**src/rtl/cast_pkg.sv**
```systemverilog
// Shared types for the width-cast stream: cast mode encoding and mode decode helpers.
package cast_pkg;

   typedef enum logic [1:0] {
      CAST_ZERO = 2'd0,
      CAST_SIGN = 2'd1,
      CAST_USAT = 2'd2,
      CAST_SSAT = 2'd3
   } cast_mode_e;

   function automatic logic mode_is_signed(input cast_mode_e m);
      return (m == CAST_SIGN) || (m == CAST_SSAT);
   endfunction

   function automatic logic mode_is_sat(input cast_mode_e m);
      return (m == CAST_USAT) || (m == CAST_SSAT);
   endfunction

endpackage

```
**src/rtl/skid_buf.sv**
```systemverilog
// Two-entry valid/ready skid buffer; in_ready is registered, outputs come only from the main entry.
module skid_buf #(
   parameter int DATA_W = 5
) (
   input  logic              clk,
   input  logic              rst_n,
   input  logic              in_valid,
   output logic              in_ready,
   input  logic [DATA_W-1:0] in_data,
   output logic              out_valid,
   input  logic              out_ready,
   output logic [DATA_W-1:0] out_data
);

   logic              main_valid_q, main_valid_d;
   logic [DATA_W-1:0] main_data_q,  main_data_d;
   logic              skid_valid_q, skid_valid_d;
   logic [DATA_W-1:0] skid_data_q,  skid_data_d;
   logic              in_ready_q,   in_ready_d;
   logic              accept_s, emit_s;

   // Next-state: refill main from skid first so beat order is preserved
   always_comb begin
      main_valid_d = main_valid_q;
      main_data_d  = main_data_q;
      skid_valid_d = skid_valid_q;
      skid_data_d  = skid_data_q;
      accept_s     = in_valid & in_ready_q;
      emit_s       = main_valid_q & out_ready;
      if (emit_s || !main_valid_q) begin
         if (skid_valid_q) begin
            main_valid_d = 1'b1;
            main_data_d  = skid_data_q;
            skid_valid_d = 1'b0;
         end else if (accept_s) begin
            main_valid_d = 1'b1;
            main_data_d  = in_data;
         end else begin
            main_valid_d = 1'b0;
         end
      end else if (accept_s) begin
         skid_valid_d = 1'b1;
         skid_data_d  = in_data;
      end else begin
         skid_valid_d = skid_valid_q;
      end
      in_ready_d = ~skid_valid_d;
   end

   // State registers
   always_ff @(posedge clk or negedge rst_n) begin
      if (!rst_n) begin
         main_valid_q <= 1'b0;
         main_data_q  <= {DATA_W{1'b0}};
         skid_valid_q <= 1'b0;
         skid_data_q  <= {DATA_W{1'b0}};
         in_ready_q   <= 1'b1;
      end else begin
         main_valid_q <= main_valid_d;
         main_data_q  <= main_data_d;
         skid_valid_q <= skid_valid_d;
         skid_data_q  <= skid_data_d;
         in_ready_q   <= in_ready_d;
      end
   end

   assign in_ready  = in_ready_q;
   assign out_valid = main_valid_q;
   assign out_data  = main_data_q;

endmodule

```
**src/rtl/cast_stream.sv**
```systemverilog
// Registered IN_W -> OUT_W width cast with wrap/saturate modes, overflow flag and skid buffering.
// Optional saturation event counter port sat_cnt is enabled by defining CAST_STREAM_SAT_CNT_EN.
module cast_stream
   import cast_pkg::*;
#(
   parameter int IN_W      = 8,
   parameter int OUT_W     = 4,
   parameter int SAT_CNT_W = 16
) (
   input  logic             clk,
   input  logic             rst_n,
   input  cast_mode_e       mode,
   input  logic             in_valid,
   output logic             in_ready,
   input  logic [IN_W-1:0]  in_data,
   output logic             out_valid,
   input  logic             out_ready,
   output logic [OUT_W-1:0] out_data,
   output logic             out_ovf,
   output logic             ovf_sticky,
   input  logic             ovf_clr
`ifdef CAST_STREAM_SAT_CNT_EN
   ,
   output logic [SAT_CNT_W-1:0] sat_cnt
`endif
);

   localparam int EW = IN_W + OUT_W;
`ifdef CAST_STREAM_SAT_CNT_EN
   localparam int BUF_W = OUT_W + 2;
`else
   localparam int BUF_W = OUT_W + 1;
`endif

   // Extending by OUT_W bits makes the dropped-bit range non-empty for any width pair,
   // so widening and equal widths fall out naturally with ovf = 0.
   function automatic logic [OUT_W:0] cast_fn(input logic [IN_W-1:0] din, input cast_mode_e m);
      logic [EW-1:0]    ext_z;
      logic [EW-1:0]    ext_s;
      logic [OUT_W-1:0] smax;
      logic             uovf;
      logic             sovf;
      ext_z = {{OUT_W{1'b0}}, din};
      ext_s = {{OUT_W{din[IN_W-1]}}, din};
      uovf  = |ext_z[EW-1:OUT_W];
      sovf  = ~((&ext_s[EW-1:OUT_W-1]) | ~(|ext_s[EW-1:OUT_W-1]));
      smax  = {OUT_W{1'b1}} >> 1;
      case (m)
         CAST_ZERO: cast_fn = {uovf, ext_z[OUT_W-1:0]};
         CAST_SIGN: cast_fn = {sovf, ext_s[OUT_W-1:0]};
         CAST_USAT: cast_fn = uovf ? {1'b1, {OUT_W{1'b1}}} : {1'b0, ext_z[OUT_W-1:0]};
         CAST_SSAT: cast_fn = sovf ? {1'b1, (din[IN_W-1] ? ~smax : smax)} : {1'b0, ext_s[OUT_W-1:0]};
         default:   cast_fn = {uovf, ext_z[OUT_W-1:0]};
      endcase
   endfunction

   logic [BUF_W-1:0] buf_in_s;
   logic [BUF_W-1:0] buf_out_s;
   logic             emit_ovf_s;
   logic             ovf_sticky_q, ovf_sticky_d;

`ifdef CAST_STREAM_SAT_CNT_EN
   assign buf_in_s = {mode_is_sat(mode), cast_fn(in_data, mode)};
`else
   assign buf_in_s = cast_fn(in_data, mode);
`endif

   skid_buf #(.DATA_W(BUF_W)) u_skid (
      .clk       (clk),
      .rst_n     (rst_n),
      .in_valid  (in_valid),
      .in_ready  (in_ready),
      .in_data   (buf_in_s),
      .out_valid (out_valid),
      .out_ready (out_ready),
      .out_data  (buf_out_s)
   );

   assign out_data   = buf_out_s[OUT_W-1:0];
   assign out_ovf    = buf_out_s[OUT_W];
   assign emit_ovf_s = out_valid & out_ready & buf_out_s[OUT_W];

   // Sticky overflow: clear wins over a same-cycle set
   always_comb begin
      if (ovf_clr) begin
         ovf_sticky_d = 1'b0;
      end else begin
         ovf_sticky_d = ovf_sticky_q | emit_ovf_s;
      end
   end

   // Sticky overflow register
   always_ff @(posedge clk or negedge rst_n) begin
      if (!rst_n) begin
         ovf_sticky_q <= 1'b0;
      end else begin
         ovf_sticky_q <= ovf_sticky_d;
      end
   end

   assign ovf_sticky = ovf_sticky_q;

`ifdef CAST_STREAM_SAT_CNT_EN
   logic [SAT_CNT_W-1:0] sat_cnt_q, sat_cnt_d;

   // Saturating count of overflowed beats emitted in a clamping mode
   always_comb begin
      if (ovf_clr) begin
         sat_cnt_d = {SAT_CNT_W{1'b0}};
      end else if (emit_ovf_s && buf_out_s[OUT_W+1] && !(&sat_cnt_q)) begin
         sat_cnt_d = sat_cnt_q + {{(SAT_CNT_W-1){1'b0}}, 1'b1};
      end else begin
         sat_cnt_d = sat_cnt_q;
      end
   end

   // Counter register
   always_ff @(posedge clk or negedge rst_n) begin
      if (!rst_n) begin
         sat_cnt_q <= {SAT_CNT_W{1'b0}};
      end else begin
         sat_cnt_q <= sat_cnt_d;
      end
   end

   assign sat_cnt = sat_cnt_q;
`endif

endmodule
```
**config.mk**
```make
export PLATFORM = sky130hd
export DESIGN_NAME = cast_stream
export DESIGN_NICKNAME = d
export VERILOG_FILES = /design/src/rtl/cast_pkg.sv /design/src/rtl/skid_buf.sv /design/src/rtl/cast_stream.sv
export SDC_FILE = /design/constraint.sdc
export NUM_CORES = 1
export LEC_CHECK = 0
export ABC_AREA = 1
export BUFFER_PORTS_ARGS = -buffer_cell sky130_fd_sc_hd__buf_2
export CORE_ASPECT_RATIO = 1.2
export CORE_MARGIN = 2
export CORE_UTILIZATION = 49
export DETAILED_ROUTE_END_ITERATION = 7
export PLACE_DENSITY_LB_ADDON = 0.25
export SLEW_MARGIN = 40
export SYNTH_ARGS = -nofsm -noshare
export SYNTH_HDL_FRONTEND = slang
export SYNTH_SLANG_ARGS = --single-unit
export TNS_END_PERCENT = 20
```
**constraint.sdc**
```tcl
create_clock -name clk -period 1.5 [get_ports clk]
set_input_delay 0.15 -clock clk [delete_from_list [all_inputs] [get_ports clk]]
set_output_delay 0.15 -clock clk [all_outputs]
set_load 0.01 [all_outputs]
```
# ---- Word level (Yosys, flattened, before mapping)
# Cells that the tools add are included.
dict set report word_totals {
  regBits 14
  in_bits 15
  wordCells 38
}
dict set report op_classes {
  eq_ne 3
  mux 11
  n_bitwise 9
  n_reduce_logical 9
}
# cell count
set op_table {}
lappend op_table {{5-bit 2-to-1 mux} 4}
lappend op_table {{5-bit case mux with 4 select lines} 1}
lappend op_table {{1-bit 2-to-1 mux} 5}
lappend op_table {{5-bit AND reduction} 1}
lappend op_table {{5-bit OR reduction} 1}
lappend op_table {{2-bit == test (second input constant)} 2}
lappend op_table {{4-bit 2-to-1 mux} 1}
lappend op_table {{1-bit inverter} 4}
lappend op_table {{2-bit AND reduction} 2}
lappend op_table {{4-bit OR reduction} 1}
lappend op_table {{1-bit AND} 3}
lappend op_table {{2-bit by 1-bit == test with 1-bit output (second input constant)} 1}
lappend op_table {{2-bit logical NOT} 1}
lappend op_table {{1-bit bitwise OR} 2}
lappend op_table {{2-bit nonzero test} 1}
lappend op_table {{1-bit logical NOT} 1}
lappend op_table {{1-bit logical OR} 1}

# ---- Logic depth before layout (Yosys ltp)
# Gate-level depths: netlist (run 1).
dict set report depth {
  depth_word 7
  ltp_mapped 9
  mapped_depth_nobuf 9
}

# ---- Modules after synthesis
# From an unflattened synthesis (run 1), not the netlist that was laid out.
dict set report hier_totals {
  hier_cells 113
  area_unflattened_um2 809.5
}
# module instances cells_each area_per_inst_um2 seq_area_each_um2
set by_module_without_submodules {}
lappend by_module_without_submodules {skid_buf 1 69 583.1 326.6}
lappend by_module_without_submodules {cast_stream 1 44 226.5 25.0}

# ---- Least setup slack after synthesis (run 1)
# OpenSTA, ideal clock, no wires.
dict set report synth_timing {
  path_type {flip-flop to flip-flop}
  startpoint {reg u_skid.in_ready_q (netlist: u_skid.in_ready)}
  endpoint {reg u_skid.main_data_q[4] (netlist: u_skid.out_data[4])}
  arrival_ns 0.971
  t_required_ns 1.378
  slack_ns 0.407
  stages_incl_launch_ff 6
  n_path_buf 0
  synth_period_minus_slack_ns 1.093
  path_cell_list {dfstp_2 -> a21oi_2 -> inv_1 -> nand2_2 -> a21oi_1 -> a21oi_1}
}
dict set report synth_via {
  elab_chain_len 3
}
# item line
set synth_lines {}
lappend synth_lines {{start: declaration} skid_buf.sv:19} ;# logic in_ready_q, in_ready_d;
lappend synth_lines {{start signal: assignment} skid_buf.sv:63} ;# in_ready_q <= in_ready_d;
lappend synth_lines {{1-bit AND} skid_buf.sv:28} ;# accept_s = in_valid & in_ready_q;
lappend synth_lines {{2-bit nonzero test (no line)} --}
lappend synth_lines {{2-bit AND reduction (no line)} --}
lappend synth_lines {{end signal: assignment} skid_buf.sv:54} ;# main_data_q <= {DATA_W{1'b0}};
lappend synth_lines {{end signal: assignment} skid_buf.sv:60} ;# main_data_q <= main_data_d;
lappend synth_lines {{end: declaration} skid_buf.sv:16} ;# logic [DATA_W-1:0] main_data_q, main_data_d;
# Every way passes these cells.
# A chain may end at the register's enable or synchronous reset.

# ---- Worst setup path after layout (run 1)
# Ends and elaborated chain as after synthesis.

==> flow_metrics.tcl, run 1 <==
set metrics [dict create \
    cts-root-buf "clkbuf_4" \
    place.gp.congestion 0.729 \
    worstSetupPathType "flop to flop" \
    ys_types 17 \
    initial_core_util 0.533 \
    synth-seq-cells 14 \
    grt_max_degree 15 \
    antennaDiodeCount 0 \
    syn_inst 109 \
    drc 0 \
    die-area_sq_um 1930 \
    swShare 0.322 \
    drive_gt1_frac 0.250 \
    yosys-top-cells-count "nand2_1 (34), inv_1 (17), dfrtp_1 (13), a21oi_1 (9), nand3_1 (9)" \
    design_area_sq_um 948 \
    htree_levels 1 \
    cts_tree "yes" \
    min_period_ps 1170 \
    fmax_ghz 0.852 \
    crit_top_cell "a21oi_1" \
    p_leak_uw 0.000530 \
    grt_first_pass_wirelength_um 2400 \
    cp_data_required_time_ps 1650 \
    ys.flop_type "dfrtp_1" \
    setup-tns-final_ps 0 \
    die_w_um 40.4 \
    comb_power_share 0.294 \
    rsz0062_at_grt "false" \
    clk_path_buf_depth 2 \
    netlist_area_sq_um 781 \
    async_reset_ff_frac 1.00 \
    via_count 756 \
    period_share 0.783 \
    first_iter_violations 20 \
    drv_slew 0 \
    ys_seq_area_frac 0.450 \
    yosysWarnings 0 \
    slew_headroom 0.791 \
    syn_area_per_cell_sq_um 7.16 \
    yosysMostFrequentCell "nand2_1" \
    yosysTopAreaCell "dfrtp_1" \
    postCtsSetupBuffers 0 \
    startpoint_type "flop" \
    wirelength_um 1500 \
    power-per-cell-area_nw_per_um2 1070 \
    end_kind "flop" \
    drt_first_pass_iters 4 \
    synth_edf_count 0 \
    cts.sinks 14 \
    holdCritPathClass "input pin to flop" \
    num_rows 15 \
    nets 152 \
    drv_cap 0 \
    ir_worst_vdd_mv 0.458 \
    synth_top_area_frac 0.417 \
    area_growth_pct 21.5 \
    via_per_inst 4.94 \
    pin_count 23 \
    crit_fanout 9 \
    grt_overflow_total 0 \
    fin_skew_ps 6.80 \
    dp_hpwl_um 1190 \
    ant_nets 0 \
    max_slew.worst_pin.slew_ps 313 \
    p_int_uw 691 \
    placed_area_sq_um 912 \
    pwr-share-clk 0.206 \
    yosys-top-cells-area "dfrtp_1 (42%), nand2_1 (16%), inv_1 (8.2%)" \
    seqPwrFrac 0.500 \
    grt_antenna_before_repair 0 \
    coreArea_sq_um 1460 \
    crit_slowest_cell "dfstp_2" \
    crit_chain "a21oi_2 > inv_1 > nand2_2 > a21oi_1 > a21oi_1" \
    grt_usage 0.182 \
    clk_pin_slew_ps 80 \
    clock_latency_ps 270 \
    finalSetupViolCount 0 \
    power_switching_uw 328 \
    cts_buffers 3 \
    die_y_um 47.7 \
    critPathArrivalTime_ps 1330 \
    wire_per_inst_um 9.80 \
    hold_violations 0 \
    grt_pass1_vias 615 \
    slowest_delay_ps 550 \
    syn-num-nets 124 \
    status "complete, no violations" \
    port_buffers 22 \
]
-- state kept, by name, indices dropped and copies added (netlist names) --
register,flops
u_skid.skid_data_q,5
u_skid.out_valid,1
ovf_sticky,1
u_skid.in_ready,1
u_skid.out_data,5
u_skid.skid_valid_q,1
-- area by class of cell --
| class | instances | area [sq um] |
|---|---|---|
| well taps | 17 | 21.3 |
| repair buffers | 23 | 120 |
| inverters | 18 | 67.6 |
| flip-flops and latches | 14 | 352 |
| clock buffers | 4 | 26.3 |
| fillers | 137 | 515 |
| multi-input cells | 77 | 362 |
-- cell families (layout without fill, tap and decap cells) --
family,Yosys count,in the layout,share of synthesized area
buffers and inverters,18,45,0.0865
AND/OR/NAND/NOR,59,59,0.338
AO/OA/AOI/OAI,18,18,0.125
flip-flops,14,14,0.450
-- path summary, 6_finish.rpt --
| path | startpoint | endpoint | slack (ps) | cells after the start |
|---|---|---|---|---|
| min in group asynchronous | rst_n | u_skid.out_data[1]$_DFFE_PN0P_ | 300 | 2 |
| hold reg to reg | u_skid.out_data[3]$_DFFE_PN0P_ | u_skid.out_data[3]$_DFFE_PN0P_ | 480 | 2 |
| setup reg to reg | u_skid.in_ready$_DFF_PN1_ | u_skid.out_data[4]$_DFFE_PN0P_ | 330 | 5 |
| setup / recovery | u_skid.in_ready$_DFF_PN1_ | u_skid.out_data[4]$_DFFE_PN0P_ | 330 | 5 |
| max in group asynchronous | rst_n | u_skid.in_ready$_DFF_PN1_ | 910 | 2 |
| hold / removal | ovf_clr | ovf_sticky$_DFF_PN0_ | 10 | 2 |
-- power groups by stage --
stage          clock [uW]  combinational (uW)  sequential, uW
3_3_place_gp            0                 295             516
3_5_place_dp            0                 299             517
4_1_cts               219                 303             510
6_report              210                 300             509
5_1_grt               231                 346             522
2_1_floorplan           0                 161             539
-- per-stage QoR --
step | util | hold WS [ps] | cells | total power (uW) | setup WS [ps]
2_1_floorplan | - | -146 | 109 | 700 | 407
3_3_place_gp | 0.623 | 55.4 | 148 | 811 | 367
3_5_place_dp | 0.623 | 63.5 | 148 | 816 | 340
4_1_cts | 0.648 | 10.0 | 153 | 1030 | 326
5_1_grt | 0.648 | 10.6 | 153 | 1100 | 238
6_report | 0.648 | 14.8 | 153 | 1020 | 326
-- cells in the final DEF, fill, tap and decap left out --
master,synthesis,routed
nand2_2,2,2
a21oi_1,9,9
dlygate4sd3_1,0,1
nand3_1,9,9
inv_2,1,1
clkbuf_4,0,3
dfrtp_1,13,13
buf_2,0,22
clkbuf_1,0,1
inv_1,17,17
nor2_4,1,1
nor2_1,7,7
o21ai_1,3,3
o21ai_0,4,4
nand4_1,4,4
nor2_2,1,1
nand2_1,34,34
a21oi_2,1,1
nand3_2,1,1
o21ai_2,1,1
dfstp_2,1,1
-- critical path: cells and delay by family, from the launching register on --
family	cells	cell delay [ps]
AO/OA/AOI/OAI	3	300
buffers and inverters	1	90
AND/OR/NAND/NOR	1	130
flip-flops	1	550
-- what timing repair did --
item | CTS | global route
gates resized for setup | 0 | 0
hold endpoints to repair | 13 | 0
hold buffers | 1 | 0
-- per-layer routing --
metal / track usage / share of wire / wire (um)
met2: 0.308 / 0.48 / 720
met4: 0.100 / 0.013 / 19
met1: 0.225 / 0.46 / 687
met3: 0.0140 / 0.048 / 72
met5: 0 / 0 / 0
(Power assumes the default switching activity.)
==> inputs of run 2 (changes only) <==
- ABC_AREA: 1 -> 0
- CORE_UTILIZATION: 49 -> 42
- clock period: 1.5 -> 1 ns (I/O delays scaled with it)
==> run 2 against run 1 <==
  * The flow now finishes with violations (negative setup slack)
  * Sequential power grew 52%
  * Critical path depth is 2 lower
  * Register-to-register slack lost 540 ps
  * Synthesized area fell by 13%
  * Worst hold slack better by 110 ps
  * Maximum frequency fell by 3.6%
  * Critical endpoint is now u_skid.out_data[0]$_DFFE_PN0P_
==> flow_metrics.tcl, run 2 <==
set metrics [dict create \
    status "complete, but fails checks" \
    failed_checks "negative setup slack" \
    synth_top_family_by_area "simple AND/OR/NAND/NOR gates" \
    die_y_um 48.0 \
    hold_path_depth 3 \
    coreArea_sq_um 1480 \
    seqCellArea_sq_um 352 \
    place_inst 114 \
    crit_family "flip-flops" \
    syn-num-nets 82 \
    fmax_ghz 0.821 \
    cts.sinks 14 \
    reg2reg_depth 3 \
    holdCritPathClass "input pin to flop" \
    crit_buf_inv 0 \
    layout_common_cells "buf_2 (21), dfrtp_1 (13), nand2_1 (10)" \
    crit_slowest_cell "dfstp_2" \
    yosys-top-cells-area "dfrtp_1 (48%), o21ai_1 (6.6%), nand2_1 (6.1%)" \
    yosysWarnings 0 \
    clock_latency_ps 280 \
    multi_input_area_sq_um 358 \
    num_rows 15 \
    synth_edf_count 0 \
    slowest_delay_ps 560 \
    fin_skew_ps 9.70 \
    via_per_inst 5.12 \
    initial_core_util 0.457 \
    netlist_area_sq_um 678 \
    synth.area.mux_share 0.0314 \
    power-per-cell-area_nw_per_um2 1680 \
    final_common_cell "buf_2" \
    synth_simple_gate_area_share 0.231 \
    synth_top_area_frac 0.480 \
    worstSetupPathType "flop to flop" \
    ys_seq_area_frac 0.518 \
    htree_levels 1 \
    wirelength_um 1510 \
    drv_slew 0 \
    grt_antenna_before_repair 0 \
    yosysTopAreaCell "dfrtp_1" \
    clk_path_buf_depth 2 \
    fillers 125 \
    first_iter_violations 5 \
    die_w_um 40.7 \
    grt_first_pass_wirelength_um 2330 \
    drive_gt1_frac 0.481 \
    max_slew.worst_pin.slew_ps 315 \
    drt_first_pass_iters 2 \
    hold_violations 0 \
    crit_chain "a21oi_2 > or3_4 > o21ai_2" \
    async_reset_ff_frac 1.00 \
    placed_area_sq_um 881 \
    grt_max_degree 15 \
    ys.flop_type "dfrtp_1" \
    via_count 620 \
    min_period_ps 1220 \
    port_buffers 22 \
    yosysMostFrequentCell "dfrtp_1" \
    die-area_sq_um 1950 \
    finalSetupViolCount 12 \
    ir_worst_vdd_mv 0.734 \
    yosys.area_share.adder 0 \
    p_leak_uw 0.000473 \
    cts_tree "yes" \
    ant_nets 0 \
    cts-root-buf "clkbuf_4" \
    pin_count 23 \
    dp_hpwl_um 1190 \
    startpoint_type "flop" \
    syn_inst 67 \
    setup-tns-final_ps -1580 \
    nets 120 \
    critPathArrivalTime_ps 1420 \
    synth-compound-area-share 0.208 \
    end_kind "flop" \
    cts_buffers 3 \
    grt_pass1_vias 591 \
    design_area_sq_um 972 \
    syn_area_per_cell_sq_um 10.1 \
    cp_data_required_time_ps 1200 \
    post-route-worst-setup-slack_ps -218 \
    hold_slack_ps 124 \
    grt_overflow_total 0 \
    yosys-top-cells-count "dfrtp_1 (13), nand2_1 (11), o21ai_1 (9), a21oi_1 (5), nor2_1 (5)" \
    grt_usage 0.191 \
    wire_per_inst_um 12.5 \
    rsz0062_at_grt "true" \
    drc 0 \
    place.gp.congestion 0.713 \
    layoutNonFillerInstCount 121 \
    synth-xor-area-share 0 \
    clk_pin_slew_ps 70 \
    slew_headroom 0.790 \
    synth-seq-cells 14 \
    path_depth 3 \
    drv_cap 0 \
    period_share 1.22 \
    ys_types 24 \
    crit_fanout 4 \
    antennaDiodeCount 0 \
    area_growth_pct 43.4 \
]
-- run 2: changes by cell type after synthesis, sizes merged, moves of 4 or more --
cell   change
nand3      -9
a21oi      -5
and3       +4
nand4      -4
inv       -16
nand2     -25
nor2       -4
-- run 2: power breakdown --
part           switching, uW  internal [uW]  leakage (uW)  total (uW)
clock                    173            155     0.0000150         327
combinational            269            256      0.000294         526
sequential              74.3            702      0.000165         776
total                    516           1110      0.000473        1630
-- run 2: path summary, 6_finish.rpt --
kind	from	endpoint	slack, ps
setup / recovery	u_skid.in_ready$_DFF_PN1_	u_skid.out_data[0]$_DFFE_PN0P_	-220
max in group asynchronous	rst_n	u_skid.in_ready$_DFF_PN1_	470
min in group asynchronous	rst_n	u_skid.out_data[3]$_DFFE_PN0P_	230
hold / removal	in_valid	u_skid.out_valid$_DFFE_PN0P_	120
setup reg to reg	u_skid.in_ready$_DFF_PN1_	u_skid.out_data[0]$_DFFE_PN0P_	-220
hold reg to reg	u_skid.skid_data_q[1]$_DFFE_PN0P_	u_skid.skid_data_q[1]$_DFFE_PN0P_	490
-- run 2: cells by family after synthesis --
logic type / Yosys count
simple gates: 27
compound gates: 22
flops: 14
mux: 2
buf+inv: 2
-- run 2: layout make-up --
cell class | count | share of cell area
clock buffer | 4 | 0.0270
tap | 17 | 0.0219
multi-input combinational | 51 | 0.368
inverter | 2 | 0.00772
timing repair buffer | 33 | 0.214
sequential | 14 | 0.362
-- run 2: per-layer routing --
layer	global-route usage	vias up	part of all wire
met1	0.192	278	0.39
met2	0.333	20	0.55
met3	0.0419	2	0.042
met5	0	-	0
met4	0.140	0	0.018
li1	-	320	-
-- run 2: stage by stage --
stage	utilization	total power, uW	worst slack [ps]
after floorplan	-	1020	-200
after global placement	0.594	1220	-170
after detailed placement	0.594	1250	-219
after CTS	0.648	1620	-209
after global routing	0.656	1750	-256
final	0.656	1630	-218
-- run 2: worst reg2reg max path, delay by kind of cell, from the launching register on --
kind | cells | cell delay, ps
AO/OA/AOI/OAI | 2 | 180
flip-flops | 1 | 560
AND/OR/NAND/NOR | 1 | 410
-- run 2: timing repair --
action	in CTS	in global routing
buffers inserted	1	0
hold buffers	2	0
endpoints found under the setup margin	11	13
endpoints found under the hold margin	15	0
gates resized for setup	7	3
pin swaps	1	1
